[config.mk]
export PLATFORM = sky130hd
export DESIGN_NAME = xibus_master_flat
export DESIGN_NICKNAME = d
export VERILOG_FILES = /design/src/rtl/xibus_pkg.sv /design/src/rtl/xibus_master_if.sv /design/src/rtl/xibus_ack_sync.sv /design/src/rtl/xibus_master.sv /design/src/flat_wrapper.sv
export SDC_FILE = /design/constraint.sdc
export NUM_CORES = 1
export LEC_CHECK = 0
export ABC_AREA = 1
export CAP_MARGIN = 20
export CORE_UTILIZATION = 49
export DETAILED_ROUTE_END_ITERATION = 12
export GPL_TIMING_DRIVEN = 0
export PLACE_DENSITY = 0.82
export SETUP_SLACK_MARGIN = 0.1
export SYNTH_ARGS = -nofsm -noshare
export SYNTH_HDL_FRONTEND = slang
export SYNTH_SLANG_ARGS = --single-unit
[constraint.sdc]
create_clock -name clk -period 3.8 [get_ports clk]
set_input_delay 0.76 -clock clk [delete_from_list [all_inputs] [get_ports clk]]
set_output_delay 0.76 -clock clk [all_outputs]
set_load 0.01 [all_outputs]
[src/rtl/xibus_pkg.sv]
// xibus_pkg: shared types and helpers for the XiBus master.
//   xb_state_e    master FSM states
//   TM_*          {tm1n,tm0n} transfer-mode codes (active low on the bus)
//   xibus_encode  byte strobes -> {illegal, tm1n, tm0n, ad[1:0]}
package xibus_pkg;

  typedef enum logic [2:0] {
    IDLE,
    ADDR,
    DATA,
    DONE,
    ERR
  } xb_state_e;

  localparam logic [1:0] TM_READ = 2'b11;
  localparam logic [1:0] TM_BYTE = 2'b00;
  localparam logic [1:0] TM_HALF = 2'b01;
  localparam logic [1:0] TM_WORD = 2'b01;

  localparam logic [4:0] ENC_ILLEGAL = {1'b1, TM_READ, 2'b00};

  function automatic logic [4:0] xibus_encode(input logic [3:0] wr);
    logic [4:0] enc;
    case (wr)
      4'b0000: enc = {1'b0, TM_READ, 2'b00};
      4'b0001: enc = {1'b0, TM_BYTE, 2'b00};
      4'b0010: enc = {1'b0, TM_BYTE, 2'b10};
      4'b0100: enc = {1'b0, TM_BYTE, 2'b01};
      4'b1000: enc = {1'b0, TM_BYTE, 2'b11};
      4'b0011: enc = {1'b0, TM_HALF, 2'b01};
      4'b1100: enc = {1'b0, TM_HALF, 2'b11};
      4'b1111: enc = {1'b0, TM_WORD, 2'b00};
      default: enc = ENC_ILLEGAL;
    endcase
    return enc;
  endfunction

endpackage

[src/rtl/xibus_master_if.sv]
// xibus_master_if: XiBus pad-side signals.
//   xb_ad_o/xb_ad_oe/xb_ad_i   multiplexed address/data, output enable, input
//   xb_asn_o/xb_dsn_o          address/data strobes (active low)
//   xb_tm1n_o/xb_tm0n_o        transfer mode (active low)
//   xb_ackn_i                  target acknowledge (active low)
// Modports: master (the bus master), slave (target / pad ring view).
interface xibus_master_if;
  logic [31:0] xb_ad_o;
  logic        xb_ad_oe;
  logic [31:0] xb_ad_i;
  logic        xb_asn_o;
  logic        xb_dsn_o;
  logic        xb_tm1n_o;
  logic        xb_tm0n_o;
  logic        xb_ackn_i;

  modport master (
    output xb_ad_o, xb_ad_oe, xb_asn_o, xb_dsn_o, xb_tm1n_o, xb_tm0n_o,
    input  xb_ad_i, xb_ackn_i
  );

  modport slave (
    input  xb_ad_o, xb_ad_oe, xb_asn_o, xb_dsn_o, xb_tm1n_o, xb_tm0n_o,
    output xb_ad_i, xb_ackn_i
  );
endinterface

[src/rtl/xibus_ack_sync.sv]
// xibus_ack_sync: two-flop synchroniser for the active-low acknowledge.
//   clk, rst_n  clock, async active-low reset (flops reset to 1 = no ack)
//   ackn_i      raw acknowledge from the pad
//   ackn_o      synchronised acknowledge
module xibus_ack_sync (
  input  logic clk,
  input  logic rst_n,
  input  logic ackn_i,
  output logic ackn_o
);
  logic ff1;

  always_ff @(posedge clk or negedge rst_n) begin
    if (!rst_n) begin
      ff1    <= 1'b1;
      ackn_o <= 1'b1;
    end else begin
      ff1    <= ackn_i;
      ackn_o <= ff1;
    end
  end
endmodule

[src/rtl/xibus_master.sv]
// xibus_master: sequential XiBus master, one CPU request at a time.
//   clk, rst_n            bus clock, async active-low reset
//   cpu_req/cpu_gnt       request / accepted (gnt high only in IDLE)
//   cpu_write             byte strobes, 0000 = word read
//   cpu_addr, cpu_wdata   byte address ([1:0] ignored), write data
//   cpu_rdata             read data, valid with cpu_done
//   cpu_done, cpu_err     1-cycle completion pulse, error qualifier
//   xb                    XiBus pad signals (xibus_master_if.master)
// Optional feature: define XIBUS_TIMEOUT_EN to enable the data-phase watchdog.
//
// state | meaning
// IDLE  | grant offered, waiting for cpu_req
// ADDR  | address phase, asn low for ADDR_HOLD cycles
// DATA  | data phase, dsn low until acknowledge (or watchdog)
// DONE  | completion pulse, bus turnaround
// ERR   | illegal strobe pattern reported, no bus activity
module xibus_master
  import xibus_pkg::*;
#(
  parameter int ADDR_W    = 32,
  parameter int ADDR_HOLD = 1,
  parameter int ACK_SYNC  = 1,
  parameter int TIMEOUT   = 255
) (
  input  logic              clk,
  input  logic              rst_n,
  input  logic              cpu_req,
  output logic              cpu_gnt,
  input  logic [3:0]        cpu_write,
  input  logic [ADDR_W-1:0] cpu_addr,
  input  logic [31:0]       cpu_wdata,
  output logic [31:0]       cpu_rdata,
  output logic              cpu_done,
  output logic              cpu_err,
  xibus_master_if.master    xb
);
  localparam int ADW = (ADDR_W > 32) ? ADDR_W : 32;

  xb_state_e   state, state_nxt;
  logic        ready_q;
  logic [3:0]  hold_cnt;
  logic [31:0] addr_ad_q;
  logic [1:0]  tm_q;
  logic        wr_q;
  logic [31:0] wdata_q;
  logic [31:0] rdata_q;
  logic        ackn_s;
  logic [4:0]  enc;
  logic [ADW-1:0] addr_ext;
  logic        accept;
  logic        unused_addr;

  assign enc         = xibus_encode(cpu_write);
  assign addr_ext    = ADW'(cpu_addr);
  assign unused_addr = ^addr_ext;
  assign accept      = (state == IDLE) && cpu_req && ready_q;
  assign cpu_rdata   = rdata_q;

  generate
    if (ACK_SYNC != 0) begin : g_sync
      xibus_ack_sync u_ack_sync (
        .clk    (clk),
        .rst_n  (rst_n),
        .ackn_i (xb.xb_ackn_i),
        .ackn_o (ackn_s)
      );
    end else begin : g_nosync
      assign ackn_s = xb.xb_ackn_i;
    end
  endgenerate

`ifdef XIBUS_TIMEOUT_EN
  logic [15:0] to_cnt;
  logic        to_err_q;

  // Down-counter loaded on DATA entry; terminal count at zero means the
  // last allowed DATA cycle passed without acknowledge.
  always_ff @(posedge clk or negedge rst_n) begin
    if (!rst_n) begin
      to_cnt   <= '0;
      to_err_q <= 1'b0;
    end else begin
      if (accept) to_err_q <= 1'b0;
      if (state == ADDR && hold_cnt == 4'd0) begin
        to_cnt <= 16'(TIMEOUT - 1);
      end else if (state == DATA && to_cnt != 16'd0) begin
        to_cnt <= to_cnt - 16'd1;
      end
      if (state == DATA && ackn_s && to_cnt == 16'd0) to_err_q <= 1'b1;
    end
  end
`else
  logic [15:0] unused_timeout;
  assign unused_timeout = 16'(TIMEOUT);
`endif

  always_ff @(posedge clk or negedge rst_n) begin
    if (!rst_n) begin
      state <= IDLE;
    end else begin
      state <= state_nxt;
    end
  end

  // ready_q keeps the grant low for the first cycle after reset.
  always_ff @(posedge clk or negedge rst_n) begin
    if (!rst_n) begin
      ready_q   <= 1'b0;
      hold_cnt  <= '0;
      addr_ad_q <= '0;
      tm_q      <= 2'b11;
      wr_q      <= 1'b0;
      wdata_q   <= '0;
      rdata_q   <= '0;
    end else begin
      ready_q <= 1'b1;
      if (accept) begin
        hold_cnt  <= 4'(ADDR_HOLD - 1);
        addr_ad_q <= {addr_ext[31:2], enc[1:0]};
        tm_q      <= enc[3:2];
        wr_q      <= (cpu_write != 4'b0000);
        wdata_q   <= cpu_wdata;
      end else if (state == ADDR && hold_cnt != 4'd0) begin
        hold_cnt <= hold_cnt - 4'd1;
      end
      if (state == DATA && !ackn_s && !wr_q) rdata_q <= xb.xb_ad_i;
    end
  end

  always_comb begin
    state_nxt    = state;
    cpu_gnt      = 1'b0;
    cpu_done     = 1'b0;
    cpu_err      = 1'b0;
    xb.xb_ad_o   = '0;
    xb.xb_ad_oe  = 1'b0;
    xb.xb_asn_o  = 1'b1;
    xb.xb_dsn_o  = 1'b1;
    xb.xb_tm1n_o = 1'b1;
    xb.xb_tm0n_o = 1'b1;
    case (state)
      IDLE: begin
        cpu_gnt = ready_q;
        if (accept) state_nxt = enc[4] ? ERR : ADDR;
      end
      ADDR: begin
        xb.xb_asn_o  = 1'b0;
        xb.xb_ad_oe  = 1'b1;
        xb.xb_ad_o   = addr_ad_q;
        xb.xb_tm1n_o = tm_q[1];
        xb.xb_tm0n_o = tm_q[0];
        if (hold_cnt == 4'd0) state_nxt = DATA;
      end
      DATA: begin
        xb.xb_dsn_o  = 1'b0;
        xb.xb_tm1n_o = tm_q[1];
        xb.xb_tm0n_o = tm_q[0];
        if (wr_q) begin
          xb.xb_ad_oe = 1'b1;
          xb.xb_ad_o  = wdata_q;
        end
        if (!ackn_s) state_nxt = DONE;
`ifdef XIBUS_TIMEOUT_EN
        else if (to_cnt == 16'd0) state_nxt = DONE;
`endif
      end
      DONE: begin
        cpu_done  = 1'b1;
`ifdef XIBUS_TIMEOUT_EN
        cpu_err   = to_err_q;
`endif
        state_nxt = IDLE;
      end
      ERR: begin
        cpu_done  = 1'b1;
        cpu_err   = 1'b1;
        state_nxt = IDLE;
      end
      default: state_nxt = IDLE;
    endcase
  end
endmodule

[src/flat_wrapper.sv]
// flat-port wrapper written by rule: the top's interface ports become plain ports
module xibus_master_flat import xibus_pkg::*;
#(
  parameter int ADDR_W    = 32,
  parameter int ADDR_HOLD = 1,
  parameter int ACK_SYNC  = 1,
  parameter int TIMEOUT   = 255
)
  (clk, rst_n, cpu_req, cpu_gnt, cpu_write, cpu_addr, cpu_wdata, cpu_rdata, cpu_done, cpu_err, xb_xb_ad_o, xb_xb_ad_oe, xb_xb_asn_o, xb_xb_dsn_o, xb_xb_tm1n_o, xb_xb_tm0n_o, xb_xb_ad_i, xb_xb_ackn_i);
  xibus_master_if xb_i ();
  input  logic clk;
  input  logic rst_n;
  input  logic cpu_req;
  output logic cpu_gnt;
  input  logic [3:0] cpu_write;
  input  logic [ADDR_W-1:0] cpu_addr;
  input  logic [31:0] cpu_wdata;
  output logic [31:0] cpu_rdata;
  output logic cpu_done;
  output logic cpu_err;
  output wire logic [$bits(xb_i.xb_ad_o)-1:0] xb_xb_ad_o;
  output wire logic [$bits(xb_i.xb_ad_oe)-1:0] xb_xb_ad_oe;
  output wire logic [$bits(xb_i.xb_asn_o)-1:0] xb_xb_asn_o;
  output wire logic [$bits(xb_i.xb_dsn_o)-1:0] xb_xb_dsn_o;
  output wire logic [$bits(xb_i.xb_tm1n_o)-1:0] xb_xb_tm1n_o;
  output wire logic [$bits(xb_i.xb_tm0n_o)-1:0] xb_xb_tm0n_o;
  input wire logic [$bits(xb_i.xb_ad_i)-1:0] xb_xb_ad_i;
  input wire logic [$bits(xb_i.xb_ackn_i)-1:0] xb_xb_ackn_i;
  assign xb_xb_ad_o = xb_i.xb_ad_o;
  assign xb_xb_ad_oe = xb_i.xb_ad_oe;
  assign xb_xb_asn_o = xb_i.xb_asn_o;
  assign xb_xb_dsn_o = xb_i.xb_dsn_o;
  assign xb_xb_tm1n_o = xb_i.xb_tm1n_o;
  assign xb_xb_tm0n_o = xb_i.xb_tm0n_o;
  assign xb_i.xb_ad_i = xb_xb_ad_i;
  assign xb_i.xb_ackn_i = xb_xb_ackn_i;
  xibus_master #(.ADDR_W(ADDR_W), .ADDR_HOLD(ADDR_HOLD), .ACK_SYNC(ACK_SYNC), .TIMEOUT(TIMEOUT)) u_core (.clk(clk), .rst_n(rst_n), .cpu_req(cpu_req), .cpu_gnt(cpu_gnt), .cpu_write(cpu_write), .cpu_addr(cpu_addr), .cpu_wdata(cpu_wdata), .cpu_rdata(cpu_rdata), .cpu_done(cpu_done), .cpu_err(cpu_err), .xb(xb_i));
endmodule
Word level (Yosys, flattened, before mapping)
Memory sizes are Yosys's and may differ from the RTL's.
Cells that the tools add are included.
Widths: inputs -> output; s select.
{"block": "totals", "regBits": 109, "rom_bits": 80, "input_bits": 104, "output_inout_bits": 72, "wordCells": 52, "n_memories": 1}
{"block": "op_classes", "add_sub_neg": 1, "n_eq_ne": 7, "muxes": 18, "reduce_logical": 15}
{"memory": "(name not given)", "words": 16, "word_bits": 5, "read_ports": 1, "rd_ports_with_merged_regs": 0, "wr": 0, "line_no": "xibus_pkg.sv:24", "text": "case (wr)"}
{"operator": "$pmux 32 s2", "count": 1}
{"operator": "$mux 32", "count": 1}
{"operator": "$mux 3", "count": 4}
{"operator": "$pmux 3 s3", "count": 1}
{"operator": "$mux 1", "count": 8}
{"operator": "$mux 4", "count": 2}
{"operator": "$reduce_bool 4->1", "count": 2}
{"operator": "$eq 3x2->1 const B", "count": 2}
{"operator": "$logic_and 1x1->1", "count": 5}
{"operator": "$logic_not 4->1", "count": 1}
{"operator": "$ne 2x2->1 const B", "count": 2}
{"operator": "$reduce_or 2->1", "count": 2}
{"operator": "$sub 4x1->4 const B", "count": 1}
{"operator": "$eq 3x1->1 const B", "count": 1}
{"operator": "$eq 3x3->1 const B", "count": 1}
{"operator": "$logic_not 3->1", "count": 1}
{"operator": "$reduce_and 3->1", "count": 1}
{"operator": "$logic_not 1->1", "count": 2}
{"operator": "$ne 2x1->1 const B", "count": 1}
{"operator": "$pmux 1 s2", "count": 1}
{"operator": "$reduce_bool 2->1", "count": 1}

Longest topological paths before layout
Gate-level depths: netlist of the first run.
{"block": "depth", "word_depth": 5, "mapped_depth": 9, "mapped_depth_nobuf": 9}

Modules after synthesis
From an unflattened synthesis of the first run, not the netlist that was laid out.
{"block": "hier_totals", "cells_unflattened": 627, "area_unflattened_um2": 4912.2}
{"mod": "xibus_master", "n_inst": 1, "cells_per_inst": 625, "area_per_inst_um2": 4859.7, "seq_area_each_um2": 2680.1}
{"mod": "xibus_ack_sync", "n_inst": 1, "cells_per_inst": 2, "area_per_inst_um2": 52.6, "seq_area_each_um2": 52.6}

Worst setup path after synthesis of the first run
Ideal clock, no wire load.
{"block": "synth_path", "path_kind": "register -> output", "from": "register u_core.state[2]", "to": "output port xb_xb_ad_o[11]", "arrival_time_ns": 1.151, "required_time_ns": 3.040, "path_slack_ns": 1.889, "stages_incl_launch_ff": 5, "n_path_buf": 1, "cell_sequence": "dfrtp_1 nor2_2 nand2_2 clkbuf_1 o21ai_0"}
{"block": "synth_via", "elab_chain_cells": 2, "word_cells_on_any_way": 3, "cone_classes": "eq/ne (2); mux (1)"}
{"element": "start, declared", "line_no": "xibus_master.sv:39", "text": "xb_state_e state, state_nxt;"}
{"element": "start signal, assigned", "line_no": "xibus_master.sv:101", "text": "state <= state_nxt;"}
{"element": "$eq 3x2->1 / $eq 3x1->1 (equally long branches)", "line_no": "xibus_master.sv:141", "text": "case (state)"}
{"element": "$pmux 32 s2 (*)", "line_no": "xibus_master.sv:141"}
{"element": "end, declared", "line_no": "flat_wrapper.sv:21", "text": "output wire logic [$bits(xb_i.xb_ad_o)-1:0] xb_xb_ad_o;"}
Mark *: on every way between the ends. The rest lies on a longest branch, timed or not.

Worst setup path after layout of the first run
{"block": "layout_path", "from": "register u_core.state[2]", "to": "output port xb_xb_ad_o[29]"}
The elaborated chain is that of the path after synthesis.

==> key figures, run 1 <==
Clocking
  • Worst skew pair latency: ~0.37 ns
  • CTS buffer count: 9
  • CTS tree: built
  • Postcts setup bufs: 0
  • Clock Tree Buf Depth: 2
  • Clock slew at reported path FFs: 0.10 ns
  • Hold_buf cts: 0
  • CTS sink cnt: roughly 110
  • Clock root cell: clkbuf_8
  • Gates resized, CTS repair: 0
  • CTS H-tree lvls: 3

Placed design
  • Routability cong.: roughly 0.86
  • Hpwl dp: 10,300 um
  • PortBufs: ~170
  • Place WS: 1.13 ns
  • Dpl cells: 934

Power and ir drop
  • Power density over cell area: 713 nW/um2
  • P_leak: between 3 and 4 nW
  • VDD IR max: 0.000288 V
  • Seq pwr share: between 30% and 40%
  • Internal Pwr Total: 3.09 mW
  • Comb pwr share: between 40 and 50%
  • Clk pwr share: a little over an eighth
  • Sw Share: between 30% and 40%
  • Switch Pwr: between 1.5 and 2 mW

Setup path
  • Critical path's slowest cell: clkdlybuf4s50_1
  • Worst path max stage delay: 0.59 ns
  • Setup crit start: u_core.state[2]
  • Setup crit end: xb_xb_ad_o[29]
  • Startpoint Class: flip-flop
  • CP Class: flip-flop to primary output
  • Critical path endpoint category: primary output
  • Worst EP arrival: 2.32 ns
  • FF-to-FF End: u_core.wdata_q[20]
  • CP Cell Sequence: nor2_2, nand2_2, clkbuf_1, o21ai_0, clkdlybuf4s50_1
  • Critical Path RT: 3.04 ns
  • Reg2reg path depth: 8
  • Reg-to-reg setup timing slack: roughly 2.3 ns
  • Crit Path Max Fanout: 10
  • Worst r2r src: u_core.state[1]

GRT
  • Initial antenna violation count: 0
  • Largest net degree at the start of global routing: 64
  • Gr ovfl total: 0
  • Vias in the first global route: approximately 4,600
  • GRT Total Usage: 27.1%
  • Global-route wire length before repair: 21,600 um

Floorplanning
  • # IOs: 176
  • Die width: between 100 and 150 um
  • Die area: 10,500 um2
  • Chip height: 102 um
  • Initial Util: about half
  • Core box area: 9770 um2
  • Num rows: 36

STA
  • Unrepaired setup endpoints after global routing: false
  • Final period util: 81.2%
  • Worst slew margin: around 46%
  • Max-slew violations: 0
  • Post-Route Skew: 0.0127 ns
  • Min Tclk post-route: 3.08 ns
  • Final setup fails: 0
  • Final number of hold-violating endpoints: 0
  • Final Worst Setup Slack: 0.715 ns
  • Fmax: 0.324 GHz
  • Worst-margin pin slew: 0.813 ns

Job
  • Max Cap Viol: 0

Synthesis
  • Yosys Warn Count: 0
  • Leading area contributor after synthesis: dfrtp_1
  • Syn avg cell area: 7.88 um2
  • Syn nets: between 700 and 800
  • Top cell type's share of synthesized area: approximately 53%
  • Synth cell types: 22
  • Synth top area cells: dfrtp_1 (53%), nand2_1 (26%), nand3_1 (4.8%)
  • Gate Count Post-Synth: 627
  • FF+latch count, synth: 109
  • Syn Std Cell Area: a little under 5000 um2
  • Seq/Total Area, Yosys: ~55%

Route
  • Vias/cell: 5.02
  • WL final: 13,900 um
  • DR DRC count: 0
  • DRT Pass-1 Iters: 5
  • Drt wl/cell: 14.6 um
  • Routed Antenna Nets: 0
  • Initial drt markers: slightly below 200
  • Vias: 4,763

Final layout
  • Share of layout cells above drive strength 1: between 6 and 7%
  • Post-Layout Cell Count: 949
  • Most common cell after layout, fill and taps aside: nand2_1
  • Most frequent cells in the layout: nand2_1 (347), clkdlybuf4s50_1 (172), dfrtp_1 (105)
  • Fillers: 785
  • Number of nets in the layout: 922
  • Diode count: 0
  • Area grow syn2layout: 42.8%

Worst hold path
  • Hold WC Path Type: flip-flop to flip-flop

Outcome
  • Status: finished, final reports clean
-- power by group through the flow --
stage          Combinational (mW)  Clock (mW)  Sequential [mW]
2_1_floorplan                1.13           0             2.04
3_3_place_gp                 2.25           0             1.99
3_5_place_dp                 2.34           0             2.01
4_1_cts                      2.35       0.702             2.00
5_1_grt                      2.58       0.744             2.05
6_report                     2.33       0.689             2.01
-- synth_stat cells --
cell type and instances:
nor2_1 8, inv_1 15, ha_1 6, dfstp_2 4, nand2_1 347, conb_1 1, inv_2 5, o21ai_0 35
buf_2 19, clkbuf_1 9, nand2_2 3, dfrtp_1 105, nand3_1 47, a22oi_1 1, o22ai_1 1, buf_4 1
nor3_1 1, xor2_1 1, o21ai_1 7, buf_6 5, nor2_2 4, a21oi_1 2
-- state kept, by name, summed over array words and instances, names as in the netlist --
signal and cells:
u_core.g_sync.u_ack_sync.ff1 1, u_core.hold_cnt 4, u_core.tm_q 2, u_core.addr_ad_q 32, u_core.g_sync.u_ack_sync.ackn_o 1, u_core.wr_q 1
u_core.state 3, u_core.wdata_q 32, u_core.cpu_rdata 32, u_core.ready_q 1
-- how the worst min path moves through the flow --
stage	from	endpoint	slack, ns	depth (start not counted)
after floorplan	u_core.g_sync.u_ack_sync.ff1	u_core.g_sync.u_ack_sync.ackn_o	0.35	0
after global placement	u_core.g_sync.u_ack_sync.ff1	u_core.g_sync.u_ack_sync.ackn_o	0.35	0
after detailed placement	u_core.g_sync.u_ack_sync.ff1	u_core.g_sync.u_ack_sync.ackn_o	0.35	0
after CTS	u_core.g_sync.u_ack_sync.ff1	u_core.g_sync.u_ack_sync.ackn_o	0.36	0
after global routing	u_core.g_sync.u_ack_sync.ff1	u_core.g_sync.u_ack_sync.ackn_o	0.37	0
final	u_core.g_sync.u_ack_sync.ff1	u_core.g_sync.u_ack_sync.ackn_o	0.36	0
-- worst max-delay path: cells and delay by family (launching register included) --
kind	cells	cell delay [ns]
buffers and inverters	2	0.88
and+or+nand+nor	2	0.33
AOI/OAI and AO/OA	1	0.31
DFF	1	0.43
-- kinds of logic after synthesis --
family	share of synthesized area, %
flip-flops	55.3
AND/OR/NAND/NOR	32.7
adder cells (fa/ha/maj)	1.52
buffers and inverters	5.42
other	0.0759
AO/OA/AOI/OAI	4.74
XOR/XNOR	0.177
-- metrics by stage --
stage	area [um2]	setup TNS, ns	hold WS [ns]	power [mW]	utilization (%)
2_1_floorplan	4940	0	0.345	3.17	-
3_3_place_gp	6840	-216.26	0.354	4.24	69.9
3_5_place_dp	6860	0	0.354	4.35	70.2
4_1_cts	7050	0	0.362	5.05	72.1
5_1_grt	7050	0	0.366	5.38	72.1
6_report	7050	0	0.361	5.03	72.1
-- metal layers --
layer	GRT usage (%)	vias up	part of all wire [%]
met3	5.47	28	7.7
met2	48.0	202	50
met1	32.9	2218	41
met4	9.23	0	1.8
li1	-	2315	-
met5	0	-	0
-- cell type report --
class                           instances  area (um2)  area share, %
Sequential cell                       109        2730           38.8
Buffer                                 34         193           2.73
Clock inverter                          5        62.6          0.887
Timing Repair Buffer                  174        1760           24.9
Multi-Input combinational cell        464        1940           27.5
Clock buffer                           10         128           1.81
Tap cell                              133         166           2.36
Inverter                               20        75.1           1.06
Note: power is estimated with default switching activity, not from simulation.
==> inputs of run 2 (changes only) <==
Settings changed: CORE_UTILIZATION 49 to 41, PLACE_DENSITY 0.82 to 0.73.
Clock period 3.8 ns to 2.7 ns, I/O delays scaled along.
==> run 2 against run 1 <==
Effect of this change:
- the run now ends with design-rule violations left
- largest cell class unchanged
- non-clock buffer count grew 5
- critical path depth is the same
- global-route usage shrank 4.5 points
- sequential share of layout area shrank 0.98 points
- hold slack lost 0.13 ns
==> key figures, run 2 (synthesized netlist as in run 1, its figures left out) <==
Final layout
  • Fillers: 1,056
  • Post-Layout Cell Count: 965
  • Diode count: 0
  • Most frequent cells in the layout: nand2_1 (347), clkdlybuf4s50_1 (140), dfrtp_1 (105)
  • Most common cell after layout, fill and taps aside: nand2_1
  • Share of layout cells above drive strength 1: 8.39%
  • Footprint of the multi-input gates: 1950 um2
  • Number of nets in the layout: 927
  • Area grow syn2layout: 46.5%
  • Register Area: 2730 um2

Route
  • Vias: 4,725
  • Vias/cell: just under 5
  • DR DRC count: 16
  • Top sig layer: met4
  • Met1 WL: 5820 um
  • Initial drt markers: ~370
  • DRT Pass-1 Iters: 9
  • Routed met3 length: 1090 um
  • Drt wl/cell: 14.3 um
  • Routed Antenna Nets: 0
  • WL final: 13,800 um
  • Routed wl met2: 6620 um

Floorplanning
  • # IOs: 176
  • Initial Util: 42.7%
  • Die area: ~12,000 um2
  • Core box area: about 12,000 um2
  • Die width: 112 um
  • Chip height: 112 um
  • Num rows: 39

Placed design
  • Routability cong.: 0.842
  • Hpwl dp: 10,200 um
  • PortBufs: between 150 and 200
  • Place WS: 0.273 ns
  • Dpl cells: 944

Power and ir drop
  • Power density over cell area: approximately 1000 nW/um2
  • P_leak: between 3 and 4 nW
  • Pwr Total: around 7.4 mW
  • VDD IR max: 0.000420 V

Worst hold path
  • Hold WC Path Type: primary input to async pin

Clocking
  • Worst skew pair latency: approximately 0.34 ns
  • Clock Tree Buf Depth: 2
  • Clock slew at reported path FFs: 0.07 ns
  • Clock root cell: clkbuf_16
  • CTS tree: built
  • CTS H-tree lvls: 3
  • CTS sink cnt: 109
  • CTS buffer count: 9

STA
  • Max-slew violations: 0
  • Post-Route Skew: 0.00828 ns
  • Final Worst Setup Slack: about 0.25 ns
  • Worst-margin pin slew: roughly 0.69 ns
  • Min Hold Slack: between 0.2 and 0.25 ns
  • Worst slew margin: 54.3%
  • Min Tclk post-route: 2.45 ns
  • Setup TNS: 0 ns
  • Final setup fails: 0
  • Unrepaired setup endpoints after global routing: false
  • Final number of hold-violating endpoints: 0
  • Fmax: 0.407 GHz
  • Final period util: 90.9%

Setup path
  • Critical path's slowest cell: clkdlybuf4s50_1
  • Crit Path Max Fanout: 10
  • Critical path endpoint category: primary output
  • CP Class: flip-flop to primary output
  • Startpoint Class: flip-flop
  • Critical Path RT: between 2 and 2.5 ns
  • CP Cell Sequence: buf_2, clkbuf_2, nand3_1, o21ai_0, clkdlybuf4s50_1
  • Worst EP arrival: approximately 1.9 ns
  • Worst path max stage delay: 0.56 ns

Outcome
  • Failing checks: design-rule violations
  • Status: finished, violations left

GRT
  • Initial antenna violation count: 0
  • Gr ovfl total: 0
  • Vias in the first global route: around 4,700
  • GRT Total Usage: 22.6%
  • Global-route wire length before repair: 22,500 um
  • Largest net degree at the start of global routing: 58

Job
  • Max Cap Viol: 0
==> run 2: area by class of cell <==
class / count / share of cell area (%)
Sequential cell: 109 / 37.8
Clock buffer: 12 / 3.55
Inverter: 20 / 1.07
Clock inverter: 4 / 0.432
Tap cell: 143 / 2.47
Multi-Input combinational cell: 464 / 26.9
Buffer: 34 / 3.16
Timing Repair Buffer: 179 / 24.6
==> run 2: metal layers <==
layer | global-route usage, % | vias to the layer above
met1 | 28.2 | 2194
met2 | 38.9 | 186
met5 | 0 | -
met4 | 8.65 | 0
met3 | 4.14 | 18
li1 | - | 2327
==> run 2: per-stage QoR <==
step	area [um2]	utilization, %
finish	7230	62.6
detailed placement	6870	59.4
global placement	6850	59.2
global route	7230	62.6
CTS	7190	62.1
floorplan	4940	-
==> run 2: final timing paths <==
path / from / to / slack (ns) / cells past startpoint
worst min-delay path: rst_n / u_core.cpu_rdata[14] / 0.23 / 1
worst min register to register: u_core.g_sync.u_ack_sync.ff1 / u_core.g_sync.u_ack_sync.ackn_o / 0.36 / 0
worst max-delay path: u_core.wr_q / xb_xb_ad_o[0] / 0.25 / 5
max in group asynchronous: rst_n / u_core.hold_cnt[3] / 1.75 / 2
min in group clk: u_core.g_sync.u_ack_sync.ff1 / u_core.g_sync.u_ack_sync.ackn_o / 0.36 / 0
worst max register to register: u_core.state[0] / u_core.wdata_q[11] / 1.17 / 8
==> run 2: critical path, delay by kind of cell (launching register included) <==
family	cells	cell delay [ns]
buf+inv	3	1.05
simple gates	1	0.12
flops	1	0.32
compound gates	1	0.08
==> run 2: report_power, final <==
part	leakage [nW]	internal, mW	switching [mW]	total, mW
registers	1.34	2.40	0.421	2.82
logic	2.30	1.52	1.76	3.28
clock network	0.131	0.680	0.586	1.27
==> run 2: repair_timing <==
action                     CTS  global route
hold buffers                 0             0
setup endpoints to repair   33             7
buffers inserted             1             4
pin swaps                    0             1
cloned                       0             0
resized for setup           49             7
==> variant, RTL diff (settings of run 2) <==
Build with the macro `XIBUS_TIMEOUT_EN` defined.
--- a/src/rtl/xibus_master.sv
+++ b/src/rtl/xibus_master.sv
@@ -16,2 +16,4 @@
 // ERR   | illegal strobe pattern reported, no bus activity
+`define XIBUS_TIMEOUT_EN
+
 module xibus_master
Formal check against the unedited RTL: no difference found for any inputs over 10 cycles, from zero or initial values and one cycle with rst_n low; that may be too few to reach the edited logic, so the function may still have changed.
==> variant against run 2 <==
Utilization decreased by 1.3 points. Via count up 14%. Fmax shrank 6.4%. Sequential cell count up 17. Design area grew 18%. Clock power increased by 76%. Largest power group unchanged. Area after synthesis up 20%. Synthesized cell count is 12% higher. Power is 32% higher. Worst setup slack worse by 0.17 ns. Wire length up 16%.
==> variant: results (changes against run 2) <==
CTS Buf Count - 17 (+8)
status - complete, no violations
Worst-Margin Slew - 0.5168 ns (-0.1690 ns)
xor/xnor cell area share of the yosys netlist - 0.2962% (+0.12 points)
post-synthesis cell type count - 34 (+55%)
layout cells sized above 1 - 10.33% (+1.9 points)
switching pwr - 3.666 mW (+33%)
met3 usage - 6.461% (+2.3 points)
Post-Place Worst Slack - 0.1286 ns (-0.1441 ns)
combinational logic power - 4.22 mW (+29%)
htree depth - 4 (+1)
worst path arrival time - 2.08 ns (+0.17 ns)
Post-Route M1 WL - 6.933 mm (+19%)
Clk Latency, worst-skew pair - 0.42 ns (+0.08 ns)
vias in the first global route - 5307 (+12%)
Post-DP Area - 7899 µm² (+15%)
Static Leak - 4.478 nW (+19%)
Seq group - 3.28 mW (+16%)
Synth area leaders - dfrtp_1 52%, nand2_1 18%, a32o_1 5.2%
Seq/Total Area, Yosys - 53.41% (-1.9 points)
Final HPWL DP - 11.09 mm (+8.6%)
Layout Nets - 1008 (+8.7%)
maximum vdd drop - 565.2 µV (+35%)
non-filler cells, final - 1090 (+13%)
Synth Area in Adders - 1.481% (-0.039 points)
DR WL met2 - 7.574 mm (+14%)
largest net degree at the start of global routing - 91 (+57%)
RePlAce Congestion - 0.8232 (-2.2%)
clock skew - 0.01119 ns (+0.002918 ns)
WL final - 15.95 mm (+16%)
[variant: changes by cell type after synthesis, moves of 6 or more]
cell / run 2 / this run
nand2_1: 347 / 289
inv_1: 15 / 68
a32o_1: 0 / 31
nand3_1: 47 / 21
nor2_1: 8 / 28
dfrtp_1: 105 / 122
o21ai_1: 7 / 21
o21ai_0: 35 / 24
o21ai_2: 0 / 7
nand4_1: 0 / 6
[variant: critical path, stage by stage (launching register included)]
cell and delay, ns:
dfrtp_1 0.42, nor2_4 0.15, nand2_4 0.10, inv_6 0.10, buf_6 0.16, a32o_1 0.20, clkdlybuf4s50_1 0.54
[variant: area by class of cell]
class                           count  area, µm²
Fill cell                        1208       5424
Sequential cell                   126       3158
Multi-Input combinational cell    469       2302
Timing Repair Buffer              177       1782
Clock buffer                       23      467.9
Inverter                           74      285.3
Buffer                             32      234.0
Tap cell                          180      225.2
Clock inverter                      9      110.1
[variant: timing repair]
action                                  4_1_cts  5_1_grt
buffers inserted                              3        0
resized for setup                            41       18
pin swaps                                     0        1
endpoints found under the setup margin       31       12
cloned                                        0        0
[variant: path summary, 6_finish.rpt]
path | cells past startpoint | slack, ns | start | endpoint
setup / recovery | 6 | 0.08 | u_core.state[2] | xb_xb_ad_o[12]
hold / removal | 1 | 0.02 | rst_n | u_core.wdata_q[22]
setup reg to reg | 10 | 1.02 | u_core.to_cnt[0] | u_core.to_cnt[6]
hold reg to reg | 0 | 0.35 | u_core.g_sync.u_ack_sync.ff1 | u_core.g_sync.u_ack_sync.ackn_o
max in group asynchronous | 2 | 1.91 | rst_n | u_core.g_sync.u_ack_sync.ff1
min in group clk | 0 | 0.35 | u_core.g_sync.u_ack_sync.ff1 | u_core.g_sync.u_ack_sync.ackn_o
